[config.mk]
export PLATFORM = sky130hd
export DESIGN_NAME = seqdet_prog
export DESIGN_NICKNAME = d
export VERILOG_FILES = /design/src/rtl/seqdet_prog.sv
export SDC_FILE = /design/constraint.sdc
export NUM_CORES = 1
export LEC_CHECK = 0
export CAP_MARGIN = 20
export CELL_PAD_IN_SITES_DETAIL_PLACEMENT = 0
export CELL_PAD_IN_SITES_GLOBAL_PLACEMENT = 1
export CORE_UTILIZATION = 44
export CTS_CLUSTER_DIAMETER = 100
export DETAILED_ROUTE_END_ITERATION = 10
export HOLD_SLACK_MARGIN = 0.02
export PLACE_DENSITY = 0.94
export SYNTH_ARGS = -nofsm -noshare
export SYNTH_HDL_FRONTEND = slang
export SYNTH_SLANG_ARGS = --single-unit
[constraint.sdc]
create_clock -name clk -period 3.7 [get_ports clk]
set_input_delay 0.74 -clock clk [delete_from_list [all_inputs] [get_ports clk]]
set_output_delay 0.74 -clock clk [all_outputs]
set_load 0.005 [all_outputs]
[src/rtl/seqdet_prog.sv]
// seqdet_prog: programmable serial sequence detector.
//
// Watches a 1-bit serial stream qualified by valid. It pulses z when the most
// recent L accepted bits equal the loaded pattern. The first bit received is
// compared against pattern[L-1], and the last bit against pattern[0].
// L is the loaded length, clamped to MAX_LEN. A length of 0 never matches.
// Detection can be overlapping or non-overlapping. A saturating count of
// matches is kept.
//
// Ports:
//   clk          rising-edge clock
//   reset        asynchronous active-low reset, clears all state
//   x, valid     serial bit and its qualifier
//   load         latch pattern/len/overlap and clear history (beats valid)
//   pattern      MAX_LEN-bit pattern, pattern[len-1] is the first bit
//   len          pattern length (LEN_W bits)
//   overlap      1 = overlapping detection, 0 = non-overlapping
//   clr_count    synchronous clear of match_count (beats a same-cycle match)
//   z            registered one-cycle match pulse
//   fill         number of valid history bits, saturating at MAX_LEN
//   match_count  saturating match counter
module seqdet_prog #(
  parameter int MAX_LEN = 8,
  parameter int LEN_W   = 4,
  parameter int CNT_W   = 8
) (
  input  logic               clk,
  input  logic               reset,
  input  logic               x,
  input  logic               valid,
  input  logic               load,
  input  logic [MAX_LEN-1:0] pattern,
  input  logic [LEN_W-1:0]   len,
  input  logic               overlap,
  input  logic               clr_count,
  output logic               z,
  output logic [LEN_W-1:0]   fill,
  output logic [CNT_W-1:0]   match_count
);

  localparam logic [LEN_W-1:0] MAX_L = LEN_W'(MAX_LEN);

  logic [MAX_LEN-1:0] cfg_pat_q;
  logic [LEN_W-1:0]   cfg_len_q;
  logic               cfg_ovl_q;
  logic [MAX_LEN-1:0] hist_q, hist_d;
  logic [LEN_W-1:0]   fill_q, fill_d;
  logic               z_q, z_d;
  logic [CNT_W-1:0]   cnt_q, cnt_d;

  logic [LEN_W-1:0]   eff_len;
  logic [MAX_LEN-1:0] nh, mask;
  logic [LEN_W-1:0]   nf;
  logic               accept, match;

  always_comb begin
    eff_len = (cfg_len_q > MAX_L) ? MAX_L : cfg_len_q;
    nh      = {hist_q[MAX_LEN-2:0], x};
    nf      = (fill_q >= MAX_L) ? MAX_L : fill_q + 1'b1;
    // Keep only the low eff_len bits. History bits older than the pattern
    // are ignored.
    mask    = '0;
    for (int i = 0; i < MAX_LEN; i++)
      mask[i] = (LEN_W'(i) < eff_len);
    accept  = valid && !load;
    match   = accept && (eff_len != '0) && (nf >= eff_len) &&
              (((nh ^ cfg_pat_q) & mask) == '0);

    hist_d = hist_q;
    fill_d = fill_q;
    z_d    = 1'b0;
    if (load) begin
      hist_d = '0;
      fill_d = '0;
    end else if (accept) begin
      hist_d = nh;
      // Non-overlap: the history is kept, but fill=0 forces L fresh bits.
      fill_d = (match && !cfg_ovl_q) ? '0 : nf;
      z_d    = match;
    end

    cnt_d = cnt_q;
    if (clr_count)
      cnt_d = '0;
    else if (match && (cnt_q != '1))
      cnt_d = cnt_q + 1'b1;
  end

  always_ff @(posedge clk or negedge reset) begin
    if (!reset) begin
      cfg_pat_q <= '0;
      cfg_len_q <= '0;
      cfg_ovl_q <= 1'b0;
      hist_q    <= '0;
      fill_q    <= '0;
      z_q       <= 1'b0;
      cnt_q     <= '0;
    end else begin
      if (load) begin
        cfg_pat_q <= pattern;
        cfg_len_q <= len;
        cfg_ovl_q <= overlap;
      end
      hist_q <= hist_d;
      fill_q <= fill_d;
      z_q    <= z_d;
      cnt_q  <= cnt_d;
    end
  end

  assign z           = z_q;
  assign fill        = fill_q;
  assign match_count = cnt_q;

endmodule
-- Word-level counts from Yosys, hierarchy flattened
Index checks and enable logic that the tools add are counted.
Widths: inputs -> output; s select.
- register bits: 33
- bits of input ports: 19
- equality and inequality tests: 1
- multiplexer cells: 11
- bitwise logic cells: 2
- reduce and logical (&&, ||, !) cells: 12
- magnitude comparators: 11
- add/subtract/negate cells: 2
- operators with widths (cell ; number):
    $mux 4 ; 5
    $lt 3x4->1 const A ; 4
    $mux 8 ; 2
    $mux 7 ; 2
    $add 8x1->8 const B ; 1
    $and 8x8->8 ; 1
    $logic_not 8->1 ; 1
    $lt 1x4->1 const A ; 2
    $lt 2x4->1 const A ; 2
    $ne 8x8->1 const B ; 1
    $xor 8x8->8 ; 1
    $logic_and 1x1->1 ; 6
    $add 4x1->4 const B ; 1
    $ge 4x4->1 ; 1
    $ge 4x4->1 const B ; 1
    $gt 4x4->1 const B ; 1
    $reduce_bool 2->1 ; 2
    $reduce_bool 4->1 ; 1
    $logic_not 1->1 ; 2
    $mux 1 ; 2

-- Longest topological paths before layout
Gate-level depths: netlist (run 1).
- word-level depth: 10
- depth in mapped cells: 10
- gate-level depth less buffers: 9

-- Worst setup path after synthesis (run 1)
Ideal clock, no wire load.
- kind: register -> register
- from: register fill_q[0] (netlist: fill[0])
- to: register cnt_q[0] (netlist: match_count[0])
- arrival: 2294 ps
- setup time: 125 ps
- required time: 3575 ps
- clock period less this slack: 2418 ps
- stages on the path, launching flop included: 10
- path slack: 1282 ps
- cells stage by stage: dfrtp_1 > inv_1 > ha_1 > nor2b_1 > ha_1 > a2111oi_0 > nand3b_1 > clkbuf_1 > nor3_1 > mux2_2
- cells in the longest elaborated chain, start to end: 7
- RTL lines (element ; line ; source):
    start: declaration ; 47 ; logic [LEN_W-1:0] fill_q, fill_d;
    start signal: assignment ; 105 ; fill_q <= fill_d;
    $add 4x1->4 / $ge 4x4->1 (equally long branches) ; 59 ; nf = (fill_q >= MAX_L) ? MAX_L : fill_q + 1'b1;
    $mux 4 * ; 59 ;
    $ge 4x4->1 * ; 66 ; match = accept && (eff_len != '0) && (nf >= eff_len) &&
    $logic_and 1x1->1 * (2 in a row) ; 66 ;
    $logic_and 1x1->1 * ; 85 ; else if (match && (cnt_q != '1))
    $reduce_bool 2->1 (no source line) * ; n/a ;
    end signal: assignment ; 107 ; cnt_q <= cnt_d;
    end: declaration ; 49 ; logic [CNT_W-1:0] cnt_q, cnt_d;
Mark *: on every way between the ends. The rest lies on a longest branch, timed or not.
A chain may end at the register's enable or synchronous reset.

-- Final worst setup path (run 1)
- from: input valid
- to: register cnt_q[0] (netlist: match_count[0])
- cells in the longest elaborated chain, start to end: 6
- RTL lines (element ; line ; source):
    start: declaration ; 30 ; input logic valid,
    $logic_and 1x1->1 ; 65 ; accept = valid && !load;
    $logic_and 1x1->1 (3 in a row) ; 66 ;
    $logic_and 1x1->1 ; 85 ;
    $reduce_bool 2->1 (no source line) ; n/a ;
Every way passes these cells.

==> run_results.csv, run 1 <==
group,metric,value,unit
finish,final_cell_mix,"dfrtp_1 (33), clkdlybuf4s50_1 (31), nor2_1 (16), mux2_2 (16), nand2b_1 (9)",
outcome,status,"completed",
setup_path,end_kind,"flop",
grt,grt_pass1_vias,1382,
timing,relSlewSlack,0.507,
logic_synthesis,ys_ff_latch,33,
route,viasPerCell,5.43,
clock_tree,cts.sinks,33,
clock_tree,ctsHtreeMaxLevel,2,
timing,finalSetupTns,0,ps
finish,drive_above_1_share,0.141,
finish,n_antenna_cell,0,
route,finalWirelength,3550,um
floorplan,start_util,0.474,
timing,hold_viol_final,0,
floorplan,die_w,66.0,um
floorplan,fp.dieArea,4350,um^2
setup_path,crit_type,"in2reg",
logic_synthesis,syn_inst,170,
clock_tree,hold_buffers,0,
finish,nFillCells,314,
floorplan,core-area,3800,um^2
floorplan,placementRows,22,
placed_design,io_buffers,31,
power,p_per_area,362,nW/um^2
power,peakVddDrop,0.281,mV
logic_synthesis,synth.area.top_cells,"dfrtp_1 (46%), mux2_2 (10%), ha_1 (4.9%), mux2i_1 (4.4%), nor2_1 (3.3%)",
clock_tree,cts_max_path_buffers,2,
setup_path,worstPathArrival,2910,ps
timing,fin_skew,7.05,ps
route,routedWlPerCell,14.0,um
run,max-cap-violations,0,
grt,track_usage,0.193,
clock_tree,clk_latency,290,ps
logic_synthesis,seq_area_frac_synth,0.458,
logic_synthesis,yosysUniqueCellTypes,37,
logic_synthesis,yosysWarnings,0,
logic_synthesis,synth_edf_count,0,
setup_path,critPathRequiredTime,3870,ps
logic_synthesis,syn-cell-area,1800,um^2
route,first_pass_iters,4,
finish,final_common_cell,"dfrtp_1",
clock_tree,cts_tree,"yes",
logic_synthesis,synth_top_area_frac,0.458,
grt,antenna_found_initial,0,
setup_path,startpoint_type,"input pin",
clock_tree,cts_post_setup_buffers_inserted,0,
clock_tree,cts_root_buf,"clkbuf_8",
logic_synthesis,synthFlopType,"dfrtp_1",
timing,timing.final.crit_period,2740,ps
power,leakage,0.965,nW
logic_synthesis,synthArstFlopShare,1.00,
placed_design,place_congestion,0.826,
floorplan,boundaryPins,32,
timing,worstMarginPinSlew,734,ps
route,vias,1375,
logic_synthesis,avgSynthCellArea,10.6,um^2
timing,report.final.slew_viol_count,0,
timing,grt_setup_unrepaired,"no",
timing,post-route-period-util,0.740,
placed_design,dp_hpwl,2600,um
worst_hold_path,hold_path_class,"reg2reg",
finish,final_nets,230,
timing,timing.fmax,0.365,GHz
grt,grt_pass1_wl,6200,um
route,ant_nets,0,
logic_synthesis,synth_top_area_cell,"dfrtp_1",
logic_synthesis,syn_nets,196,
grt,grt_max_degree,34,
grt,overflow,0,
route,drtIter0Drc,60,
timing,setup_viol,0,
finish,areaGrowthSynthToFinish,25.8,%
floorplan,die_y,66.0,um
clock_tree,cts_resized,0,
route,drc,0,
clock_tree,numCtsBuffers,5,
setup_path,cp_max_fo,15,
power,power.total,0.820,mW
clock_tree,clk_pin_slew_worst_paths,70,ps
metrics by stage:
step / std cells / worst slack, ps / hold WS (ps) / util / cell area [um^2]
2_1_floorplan: 170 / 1280 / 444 / - / 1800
3_3_place_gp: 245 / 742 / 515 / 0.570 / 2170
3_5_place_dp: 245 / 688 / 524 / 0.570 / 2170
4_1_cts: 253 / 995 / 541 / 0.597 / 2270
5_1_grt: 253 / 820 / 559 / 0.597 / 2270
6_report: 253 / 962 / 539 / 0.597 / 2270
registers in the layout, indices dropped and copies added, names as in the netlist:
signal	flops
cfg_len_q	4
cfg_pat_q	8
z	1
fill	4
cfg_ovl_q	1
hist_q	7
match_count	8
cell usage after synthesis (2+ instances only):
library cell	number
nor2_1	16
o31ai_1	3
inv_1	4
nor3_1	7
ha_1	7
nand4_1	3
xor2_1	4
buf_2	2
buf_1	2
or4_1	3
dfrtp_1	33
o211ai_1	3
and3_1	2
nand2_1	5
mux2i_1	8
xnor2_1	5
a21oi_1	6
nand2b_1	9
and4_1	2
mux2_2	16
nor2b_1	6
nor4_1	2
clkbuf_1	3
nand3_1	4
o21ai_0	3
power breakdown:
| group | switching, mW | internal (mW) | leakage, nW |
|---|---|---|---|
| logic | 0.0587 | 0.0636 | 0.481 |
| clock network | 0.133 | 0.168 | 0.0542 |
| registers | 0.0189 | 0.378 | 0.430 |
| total | 0.211 | 0.610 | 0.965 |
final timing paths:
| path | startpoint | endpoint | slack, ps | cells past startpoint |
|---|---|---|---|---|
| max | valid | match_count[0] | 960 | 7 |
| min | cfg_ovl_q | cfg_ovl_q | 540 | 1 |
| max reg2reg | fill[0] | match_count[0] | 1030 | 8 |
| min reg2reg | cfg_ovl_q | cfg_ovl_q | 540 | 1 |
| max in group asynchronous | reset | match_count[7] | 2560 | 2 |
| min in group asynchronous | reset | cfg_pat_q[6] | 850 | 2 |
logic make-up after synthesis:
logic type               synth area share
flip-flops                          0.458
AO/OA/AOI/OAI                      0.0833
adder cells (fa/ha/maj)            0.0486
AND/OR/NAND/NOR                     0.197
XOR/XNOR                           0.0437
multiplexers                        0.144
buffers and inverters              0.0243
final cells by class:
type | count | area (um^2) | share of cell area
clock buffer | 7 | 96.3 | 0.0425
inverter | 4 | 15.0 | 0.00662
multi-input combinational | 126 | 932 | 0.411
sequential | 33 | 826 | 0.364
tap | 48 | 60.1 | 0.0265
timing repair buffer | 34 | 333 | 0.147
clock inverter | 1 | 5.00 | 0.00221
routing by layer:
layer | global-route usage | vias to the layer above | routed length [um]
met5 | 0 | - | 0
met4 | 0.0931 | 0 | 65
met3 | 0.0603 | 7 | 129
met2 | 0.323 | 30 | 1770
met1 | 0.223 | 664 | 1580
li1 | - | 674 | -
critical path, cell delays in order:
cell             delay (ps)
clkdlybuf4s50_1         450
buf_4                   220
nand2b_1                100
nor3_1                  610
nand2_1                 100
nor3_1                  300
mux2_2                  380
No activity file was read; power rests on OpenSTA's default activity.
==> inputs of run 2 (changes only) <==
Settings changed: CORE_UTILIZATION 44 to 37, PLACE_DENSITY 0.94 to 0.85.
Clock period 3.7 ns to 2.4 ns, I/O delays scaled along.
==> run_results.csv, run 2 (synthesized netlist as in run 1, its figures left out) <==
group,metric,value,unit
clock_tree,hold_buffers,0,
route,vias,1406,
floorplan,die_y,71.8,um
floorplan,start_util,0.384,
setup_path,critPathRequiredTime,2560,ps
floorplan,fp.dieArea,5150,um^2
setup_path,crit_start,"fill[0]",
finish,final_cell_mix,"dfrtp_1 (31), clkdlybuf4s50_1 (31), mux2_2 (15)",
floorplan,die_w,71.8,um
grt,antenna_found_initial,0,
route,drtIter0Drc,70,
route,drc,0,
setup_path,crit_type,"reg2reg",
setup_path,crit-reg2reg-capture,"match_count[7]",
route,routedWlPerCell,13.6,um
clock_tree,cts_root_buf,"clkbuf_8",
setup_path,startpoint_type,"flop",
placed_design,dp_hpwl,2500,um
setup_path,critPathCapture,"match_count[7]",
floorplan,placementRows,25,
worst_hold_path,hp-start,"cfg_pat_q[0]",
route,first_pass_iters,4,
clock_tree,cts_tree,"yes",
setup_path,worstPathArrival,2530,ps
timing,timing.fmax,0.423,GHz
setup_path,rr_startpoint,"fill[0]",
finish,stdcell_count,267,
timing,worstMarginPinSlew,554,ps
clock_tree,clk_pin_slew_worst_paths,70,ps
timing,report.final.slew_viol_count,0,
finish,areaGrowthSynthToFinish,37.6,%
outcome,status,"completed",
timing,hold_viol_final,0,
power,p_per_area,532,nW/um^2
grt,grt_max_degree,34,
finish,n_antenna_cell,0,
grt,track_usage,0.151,
power,leakage,1.04,nW
grt,grt_pass1_vias,1340,
timing,relSlewSlack,0.631,
clock_tree,clk_latency,280,ps
clock_tree,cts_max_path_buffers,2,
timing,fin_skew,8.22,ps
setup_path,worst-r2r-cell-count,10,
timing,grt_setup_unrepaired,"yes",
power,peakVddDrop,0.357,mV
clock_tree,numCtsBuffers,5,
route,ant_nets,0,
grt,overflow,0,
floorplan,core-area,4690,um^2
timing,timing.final.crit_period,2360,ps
setup_path,end_kind,"flop",
route,viasPerCell,5.27,
placed_design,io_buffers,31,
placed_design,place_congestion,0.780,
clock_tree,ctsHtreeMaxLevel,2,
setup_path,cp_max_fo,6,
grt,grt_pass1_wl,6000,um
setup_path,regToRegSetupSlack,40,ps
worst_hold_path,hold_path_class,"reg2reg",
finish,drive_above_1_share,0.263,
timing,post-route-period-util,0.985,
clock_tree,cts.sinks,33,
finish,final_nets,238,
route,finalWirelength,3630,um
finish,nFillCells,425,
floorplan,boundaryPins,32,
worst_hold_path,holdPathStages,1,
timing,setup_viol,0,
run,max-cap-violations,0,
timing,hold_slack,527,ps
placed_design,dpl.cell_count,256,
[run 2: changes by cell type in the layout (fill, tap and decap cells not counted), moves of 2 or more]
cell | before | now
buf_4 | 3 | 9
ha_1 | 7 | 3
ha_4 | 0 | 3
nor3_1 | 7 | 4
buf_6 | 0 | 2
dfrtp_1 | 33 | 31
dfrtp_2 | 0 | 2
nor2_1 | 16 | 14
nor3_4 | 0 | 2
[run 2: cell type report]
cell class	instances	area [um^2]	area share
clock buffers	7	96.3	0.0388
well taps	54	67.6	0.0272
inverters	4	15.0	0.00605
multi-input cells	126	1070	0.430
repair buffers	42	400	0.161
clock inverters	1	5.00	0.00202
flip-flops and latches	33	828	0.334
[run 2: where the power goes]
part | internal (mW) | switching, mW
Sequential | 0.583 | 0.0294
Clock | 0.259 | 0.196
Combinational | 0.139 | 0.113
Total | 0.981 | 0.339
[run 2: worst max-delay path, cell delays in order, from the launching register on]
cell,delay (ps)
dfrtp_2,460
inv_2,70
ha_4,250
nor2b_4,160
ha_4,210
a2111oi_4,280
nand3b_1,180
buf_6,140
buf_6,130
nor3_4,50
mux2_4,320
[run 2: worst min path at each step]
stage                               to
final                     cfg_pat_q[0]
after global routing      cfg_pat_q[5]
after CTS                 cfg_pat_q[0]
after detailed placement  cfg_pat_q[0]
after global placement    cfg_pat_q[0]
after floorplan           cfg_len_q[0]
[run 2: what timing repair did]
action,4_1_cts,5_1_grt
setup endpoints to repair,3,8
pin swaps,0,3
buffers inserted,0,3
gates cloned,0,0
resized for setup,1,31
[run 2: through the flow]
step,setup WS (ps),TNS (ps),util,power (mW),cell area [um^2]
global placement,42.1,0,0.471,0.820,2210
global route,-58.8,-93.0,0.529,1.38,2480
floorplan,96.6,0,-,0.734,1800
detailed placement,-11.9,-11.9,0.471,0.822,2210
CTS,18.3,0,0.493,1.28,2310
finish,35.8,0,0.529,1.32,2480
[run 2: metal layers]
layer | wire (um) | GRT usage | vias to the layer above
li1 | - | - | 692
met1 | 1640 | 0.185 | 689
met2 | 1830 | 0.253 | 21
met3 | 122 | 0.0436 | 4
met4 | 29 | 0.0523 | 0
met5 | 0 | 0 | -
